[src/rtl/v810_fetch.sv]
// V810 instruction fetch/prefetch stage: a halfword prefetch queue in front of
// v810_exec that assembles 16/32-bit instructions and honours branch redirects.
module v810_fetch #(
  parameter logic [31:0] RESET_PC = 32'hFFFF_FFF0,
  parameter int          QDEPTH   = 4
) (
  input  logic        CLK,
  input  logic        RES,
  input  logic        CE,
  output logic [31:0] IA,
  input  logic [15:0] ID,
  input  logic        BR_TAKEN,
  input  logic [31:0] BR_TARGET,
  output logic [31:0] INSN,
  output logic [31:0] INSN_PC,
  output logic        INSN_LONG,
  output logic        INSN_VALID,
  input  logic        INSN_READY
);

  localparam int              PW          = $clog2(QDEPTH);
  localparam int              CW          = $clog2(QDEPTH + 1);
  localparam logic [31:0]     RESET_PC_HW = RESET_PC & 32'hFFFF_FFFE;
  localparam logic [CW-1:0]   QFULL       = CW'(QDEPTH);

  // Opcodes 0x28..0x3F use the 32-bit format; everything else is 16-bit.
  function automatic logic is_long(input logic [15:0] hw);
    return (hw[15:13] == 3'b101) || (hw[15:14] == 2'b11);
  endfunction

  logic [15:0]   queue_r [QDEPTH];
  logic [31:0]   fetch_pc_r;
  logic [31:0]   head_pc_r;
  logic [CW-1:0] count_r;
  logic [PW-1:0] rd_ptr_r;

  logic [15:0]   hw0_s;
  logic [15:0]   hw1_s;
  logic          have1_s;
  logic          have2_s;
  logic          long_s;
  logic          valid_s;
  logic          pop_s;
  logic          push_s;
  logic [CW-1:0] pop_n_s;
  logic [CW-1:0] count_next_s;
  logic [PW-1:0] wr_ptr_s;

  // Queue head decode, pop/push decisions and next occupancy.
  always_comb begin
    hw0_s    = queue_r[rd_ptr_r];
    hw1_s    = queue_r[rd_ptr_r + PW'(1)];
    have1_s  = (count_r != CW'(0));
    have2_s  = (count_r >= CW'(2));
    long_s   = have1_s & is_long(hw0_s);
    valid_s  = have1_s & (~long_s | have2_s);
    // A redirect or reset overrides any pop or push in the same cycle.
    pop_s    = CE & ~RES & ~BR_TAKEN & valid_s & INSN_READY;
    push_s   = CE & ~RES & ~BR_TAKEN & ((count_r < QFULL) | pop_s);
    if (pop_s) begin
      pop_n_s = long_s ? CW'(2) : CW'(1);
    end else begin
      pop_n_s = CW'(0);
    end
    count_next_s = count_r - pop_n_s + (push_s ? CW'(1) : CW'(0));
    wr_ptr_s     = rd_ptr_r + count_r[PW-1:0];
  end

  // Instruction assembly towards the execute stage.
  always_comb begin
    IA         = fetch_pc_r;
    INSN_PC    = head_pc_r;
    INSN_LONG  = long_s;
    INSN_VALID = valid_s;
    if (!have1_s) begin
      INSN = 32'h0000_0000;
    end else if (long_s) begin
      INSN = {hw0_s, hw1_s};
    end else begin
      INSN = {hw0_s, 16'h0000};
    end
  end

  // Fetch/head pointers and occupancy.
  always_ff @(posedge CLK) begin
    if (CE) begin
      if (RES) begin
        fetch_pc_r <= RESET_PC_HW;
        head_pc_r  <= RESET_PC_HW;
        count_r    <= CW'(0);
        rd_ptr_r   <= PW'(0);
      end else if (BR_TAKEN) begin
        fetch_pc_r <= BR_TARGET & 32'hFFFF_FFFE;
        head_pc_r  <= BR_TARGET & 32'hFFFF_FFFE;
        count_r    <= CW'(0);
        rd_ptr_r   <= PW'(0);
      end else begin
        if (push_s) begin
          fetch_pc_r <= fetch_pc_r + 32'd2;
        end
        if (pop_s) begin
          rd_ptr_r  <= rd_ptr_r + pop_n_s[PW-1:0];
          head_pc_r <= head_pc_r + (32'(pop_n_s) << 1);
        end
        count_r <= count_next_s;
      end
    end
  end

  // Queue storage; contents are don't-care outside the occupied window.
  always_ff @(posedge CLK) begin
    if (CE && push_s) begin
      queue_r[wr_ptr_s] <= ID;
    end
  end

  v810_fetch_chk #(.QDEPTH(QDEPTH), .CW(CW)) u_chk (
    .CLK        (CLK),
    .CE         (CE),
    .RES        (RES),
    .count_next (count_next_s)
  );

endmodule

// Simulation checker: the prefetch queue never overfills.
module v810_fetch_chk #(
  parameter int QDEPTH = 4,
  parameter int CW     = 3
) (
  input logic          CLK,
  input logic          CE,
  input logic          RES,
  input logic [CW-1:0] count_next
);

  a_no_overflow: assert property (@(posedge CLK) (CE && !RES) |-> (count_next <= CW'(QDEPTH)));

endmodule

[config.mk]
export PLATFORM = sky130hd
export DESIGN_NAME = v810_fetch
export DESIGN_NICKNAME = d
export VERILOG_FILES = /design/src/rtl/v810_fetch.sv
export SDC_FILE = /design/constraint.sdc
export NUM_CORES = 1
export LEC_CHECK = 0
export ABC_AREA = 1
export CAP_MARGIN = 20
export CORE_ASPECT_RATIO = 0.8
export CORE_UTILIZATION = 30
export DETAILED_ROUTE_END_ITERATION = 12
export GPL_TIMING_DRIVEN = 0
export SLEW_MARGIN = 20
export SYNTH_ARGS = -nofsm -noshare
export SYNTH_HDL_FRONTEND = slang
export SYNTH_SLANG_ARGS = --single-unit
[constraint.sdc]
create_clock -name CLK -period 6.5 [get_ports CLK]
set_input_delay 1.3 -clock CLK [delete_from_list [all_inputs] [get_ports CLK]]
set_output_delay 1.3 -clock CLK [all_outputs]
set_load 0.005 [all_outputs]
Yosys cells after proc, flatten, opt, wreduce, memory -nomap -nowiden
Memories as Yosys holds them, arrays and structs flattened. A register that Yosys moved wholly into a read port is not among the register bits. Cells that the tools add are included.

Register bits after elaboration: 69. Bits in writable memories: 64. Bits of input ports: 53. Output and inout port bits: 98. Word-level logic and storage cells: 52. Memories kept: 1.

Memory list: queue_r (depth 4, width 16, read ports 2, clocked after memory_dff 1, write ports 1, RTL line 31) `logic [15:0] queue_r [QDEPTH];`.

Add/subtract/negate cells: 7. Order comparisons: 2. Eq/ne operators: 2. Multiplexer cells: 14. Bitwise gates (word level): 12. Reduce and logical (&&, ||, !) cells: 8.

Operators with widths (count): $mux W32 (5); $add A32 B2 Y32 const B (1); $add A32 B3 Y32 (1); $mux W16 (1); $mux W2 (5); $reduce_bool A3 Y1 (3); $and A1 B1 Y1 (7); $add A2 B2 Y2 (2); $reduce_and A2 Y1 (2); $add A3 B1 Y3 (1); $eq A3 B3 Y1 const B (1); $ge A3 B2 Y1 const B (1); $lt A3 B3 Y1 const B (1); $mux W1 (3); $not A1 Y1 (3); $sub A3 B3 Y3 (1); $add A2 B1 Y2 const B (1); $eq A2 B2 Y1 const B (1); $or A1 B1 Y1 (2); $reduce_or A2 Y1 (1); $logic_and A1 B1 Y1 (1); $logic_or A1 B1 Y1 (1).

Longest topological paths before layout
Depth in word-level cells: 13. Mapped depth: 21. Mapped depth without buffers: 20.

Worst setup path before layout
No wires, ideal clock.

Path type: input-to-reg. Start point: in RES. End point: reg head_pc_r[10] (netlist: INSN_PC[10]) (enable). Setup time: 0.436 ns. Arrival: 3.376 ns. Data required time: 6.064 ns. Path slack: 2.688 ns. Stages on the path: 4. Buffers on the path: 0. Path through: nor2_1 > and3_1 > nand3_1 > a21oi_1.

Longest elaborated chain between the ends: 7.

RTL lines: from (decl) (RTL line 8) `input logic RES,`; $not A1 Y1 (RTL line 58) `pop_s = CE & ~RES & ~BR_TAKEN & valid_s & INSN_READY;`; $and A1 B1 Y1 (4 in series) (RTL line 58); $reduce_bool A3 Y1 (no line) *; $reduce_and A2 Y1 (no line) *; to (signal assigned) (RTL line 94) `head_pc_r <= BR_TARGET & 32'hFFFF_FFFE;`; to (signal assigned) (RTL line 103) `head_pc_r <= head_pc_r + (32'(pop_n_s) << 1);`; to (decl) (RTL line 33) `logic [31:0] head_pc_r;`.

Mark *: on every way between the ends. The rest lies on a longest branch, timed or not. A chain may end at the register's enable or synchronous reset.

Final worst setup path
Start point: reg rd_ptr_r[0]. End point: out INSN[6].

Longest elaborated chain between the ends: 4.

RTL lines: from (decl) (RTL line 35) `logic [PW-1:0] rd_ptr_r;`; from (signal assigned) (RTL line 102) `rd_ptr_r <= rd_ptr_r + pop_n_s[PW-1:0];`; $add A2 B1 Y2 (RTL line 52) `hw1_s = queue_r[rd_ptr_r + PW'(1)];`; $mem_v2 Z4 W16; $mux W16 (RTL line 77) `end else if (long_s) begin`; $mux W32 (RTL line 75) `if (!have1_s) begin`; to (decl) (RTL line 14) `output logic [31:0] INSN,`.

Every way passes these cells.

==> summary.md <==
| Metric | Value |
|---|---|
| IO Port Bufs | 147 |
| Syn avg cell area | 8.94 µm² |
| LEAKAGE | about 3.8 nW |
| Nets | 1076 |
| CORE AREA | 24400 µm² |
| WL/cell | 17.9 µm |
| Post-synth ARST share | 0% |
| HP Class | reg -> reg |
| Int Pwr | 1.74 mW |
| Initial antenna violation count | 0 |
| Rel. slew slack | between 40% and 50% |
| Critical path origin | rd_ptr_r[0]$_SDFFCE_PP0P_ |
| FF-to-FF setup slack | roughly 3.0 ns |
| Worst Path Max Fanout | 10 |
| Fillers | 2382 |
| Clock latency on the worst-skew pair | 0.43 ns |
| Hold_ws | 0.615 ns |
| GRT Total Usage | 19.2% |
| Via count | about 6800 |
| Cells after Synth | 836 |
| CTS Buf Count | 17 |
| # resized after CTS | 0 |
| Post-CTS Setup Inserts | 0 |
| Vias/cell | 5.07 |
| Tot Pwr | 2.42 mW |
| Die H | 143 µm |
| Crit path kind | reg -> out |
| # IOs | between 150 and 200 |
| Die width | 178 µm |
| Initial Utilization | 30.7% |
| Maximum number of pins on one net before global-route repair | 22 |
| CTS tree | done |
| Post-synth EDFFs | between 100 and 150 |
| Setup_tns | 0 ns |
| Hold path startpoint | count_r[2]$_SDFFCE_PP0P_ |
| Arr. time, crit path | 3.00 ns |
| Area added between synthesis and finish | 35.8% |
| Seq pwr share | 42.0% |
| Peak VDD IR | 0.179 mV |
| DP Area | roughly 9500 µm² |
| Global placer's final weighted congestion | 0.923 |
| Post-synthesis xor/xnor area fraction | between 5 and 6% |
| Switching Power | 0.683 mW |
| Clock Skew | 0.0164 ns |
| Combinational group share of total power | 15.1% |
| Status | finished, final reports clean |
| CTS HTree Levels | 4 |
| Final Cycle Share | between 60 and 70% |
| Compound-Gate Fraction of Synth Area | 10.9% |
| Critical Path Sink | INSN[6] |
| Most common cell in the netlist | nand2_1 |
| Clk pwr share | 42.8% |
| Finish-stage setup viols | 0 |
| Main combinational cell family by area after synthesis | simple AND/OR/NAND/NOR gates |
| Share of layout cells above drive strength 1 | 8.58% |
| Worst setup SP type | flip-flop |
| Final Hold Vio Count | 0 |
| Inserted Diodes | 0 |
| Root Driver | clkbuf_16 |
| Maximum clock path buffer count | 2 |
| Row Count | 51 |
| Top cells by count, synth | nand2_1, edfxtp_1, nor2_1 |
| HPWL Detailed | 18200 µm |
| Final Critical Period | ~4.3 ns |
| Unique cell type count in the Yosys netlist | 44 |
| Drt first pass iters | 5 |
| Largest area contributor in the netlist | edfxtp_1 |
| Clock sinks | 133 |
| FF+latch count, synth | around 130 |
| Fin. max-slew vios | 0 |
| Synth Flop Type | edfxtp_1 |
| Switch share | 28.2% |
| Power density over the cells | 239 nW/µm² |
| Register area share after synthesis | 53.2% |
| Endpoint class of the critical path | output pin |
| Fmax achieved | roughly 230 MHz |
| Mapped Area | 7470 µm² |
| Cts hold-fix bufs | 0 |
| First-pass GRT wire length | about 37000 µm |
| Clk pin slew, worst setup/hold paths | 0.06 ns |
| Post-route ant nets | 0 |
| Storage cell area | 3970 µm² |
| Final instance area | 10200 µm² |
| Detailed Route WL | 24000 µm |
| Least-Margin Pin Slew | 0.796 ns |
| Reg2reg start | count_r[1]$_SDFFCE_PP0P_ |
| Max_cap viols | 0 |
| Synth top area cells | edfxtp_1, nand2_1, o21ai_0, a21oi_1, nor2_1 |
| Synthesis Warnings | 0 |
| Adder-cell share of the synthesized area | 1.87% |
| Total grt overflow | 0 |
| Top-area cell type share of the netlist area | 52.6% |
| DR iter-0 viols | 691 |
| Drt drc | 0 |
| R2R Path End | INSN_PC[27]$_SDFFCE_PP1P_ |
| Multi-input gate area | 3150 µm² |
| Worst r2r path cells | 17 |
| RSZ-0062 raised after global routing | false |
| Simple-Gate Fraction of Synth Area | 23.1% |
| Die footprint | between 20000 and 30000 µm² |
| WP data required | 5.20 ns |
| Mux cell area share after synthesis | less than 1% |
| Vias in the first global route | 6413 |
==> cell families (layout without fill, tap and decap cells) <==
logic type      Yosys count  in the layout
mux                       2              2
flops                   133            133
buf+inv                  99            288
other cells               1              2
fa+ha+maj                10             10
simple gates            398            398
xor+xnor                 45             45
compound gates          148            148
==> final cells by class <==
type / instances / share of cell area (%)
flip-flops and latches: 133 / 39.1
inverters: 65 / 2.44
clock inverters: 15 / 2.00
repair buffers: 157 / 15.8
well taps: 318 / 3.92
clock buffers: 17 / 4.19
plain buffers: 34 / 1.45
multi-input cells: 605 / 31.0
==> critical path, cell delays in order, from the launching register on <==
cell             delay [ns]
edfxtp_1               0.43
clkbuf_1               0.18
nand2_1                0.09
clkinv_1               0.26
nor2_2                 0.37
buf_2                  0.34
nand2_1                0.10
a31oi_1                0.23
clkdlybuf4s50_1        0.56
==> worst min-delay path by stage <==
stage / endpoint / slack (ns) / cells after the start
6_report: count_r[2]$_SDFFCE_PP0P_ / 0.61 / 2
4_1_cts: count_r[2]$_SDFFCE_PP0P_ / 0.61 / 2
5_1_grt: count_r[2]$_SDFFCE_PP0P_ / 0.66 / 2
3_3_place_gp: count_r[2]$_SDFFCE_PP0P_ / 0.59 / 2
3_5_place_dp: count_r[2]$_SDFFCE_PP0P_ / 0.60 / 2
2_1_floorplan: count_r[2]$_SDFFCE_PP0P_ / 0.57 / 2
==> flip-flops by register name (all words and copies together), names as in the netlist, named ones only <==
register and cells:
count_r 3, INSN_PC 31, IA 31, rd_ptr_r 2, queue_r 64
==> per-stage QoR <==
stage	std cells	util, %	setup slack, ns
detailed placement	1312	39.1	2.12
global route	1344	41.6	2.01
global placement	1302	38.3	1.09
floorplan	837	-	2.69
CTS	1344	41.6	2.25
finish	1344	41.6	2.20
==> cell usage in the layout (no fill, tap or decap), types with 17 or more instances in the layout <==
master           netlist  routed
a21oi_1               52      50
clkdlybuf4s50_1        0     147
clkbuf_16              0      17
xor2_1                25      25
a31oi_1               17      17
inv_1                 59      59
nor2_1                68      68
nand4_1               19      19
o21ai_0               55      55
nand3_1               29      29
edfxtp_1             131     131
nand2_1              237     237
xnor2_1               20      20
clkbuf_1              22      22
==> routing by layer <==
layer / global-route usage (%) / vias up / part of all wire, %
met3: 4.55 / 35 / 9.0
met5: 0 / - / 0
met1: 28.3 / 3191 / 47
met2: 26.8 / 350 / 42
met4: 7.23 / 0 / 2.0
li1: - / 3237 / -
==> power by group through the flow <==
stage	Sequential [mW]	Clock, mW	Combinational, mW
after global routing	1.02	1.09	0.401
after global placement	1.04	0	0.349
after floorplan	1.03	0	0.163
after detailed placement	1.04	0	0.362
final	1.02	1.04	0.367
after CTS	1.02	1.05	0.365
Power figures use the tool's default switching activity.
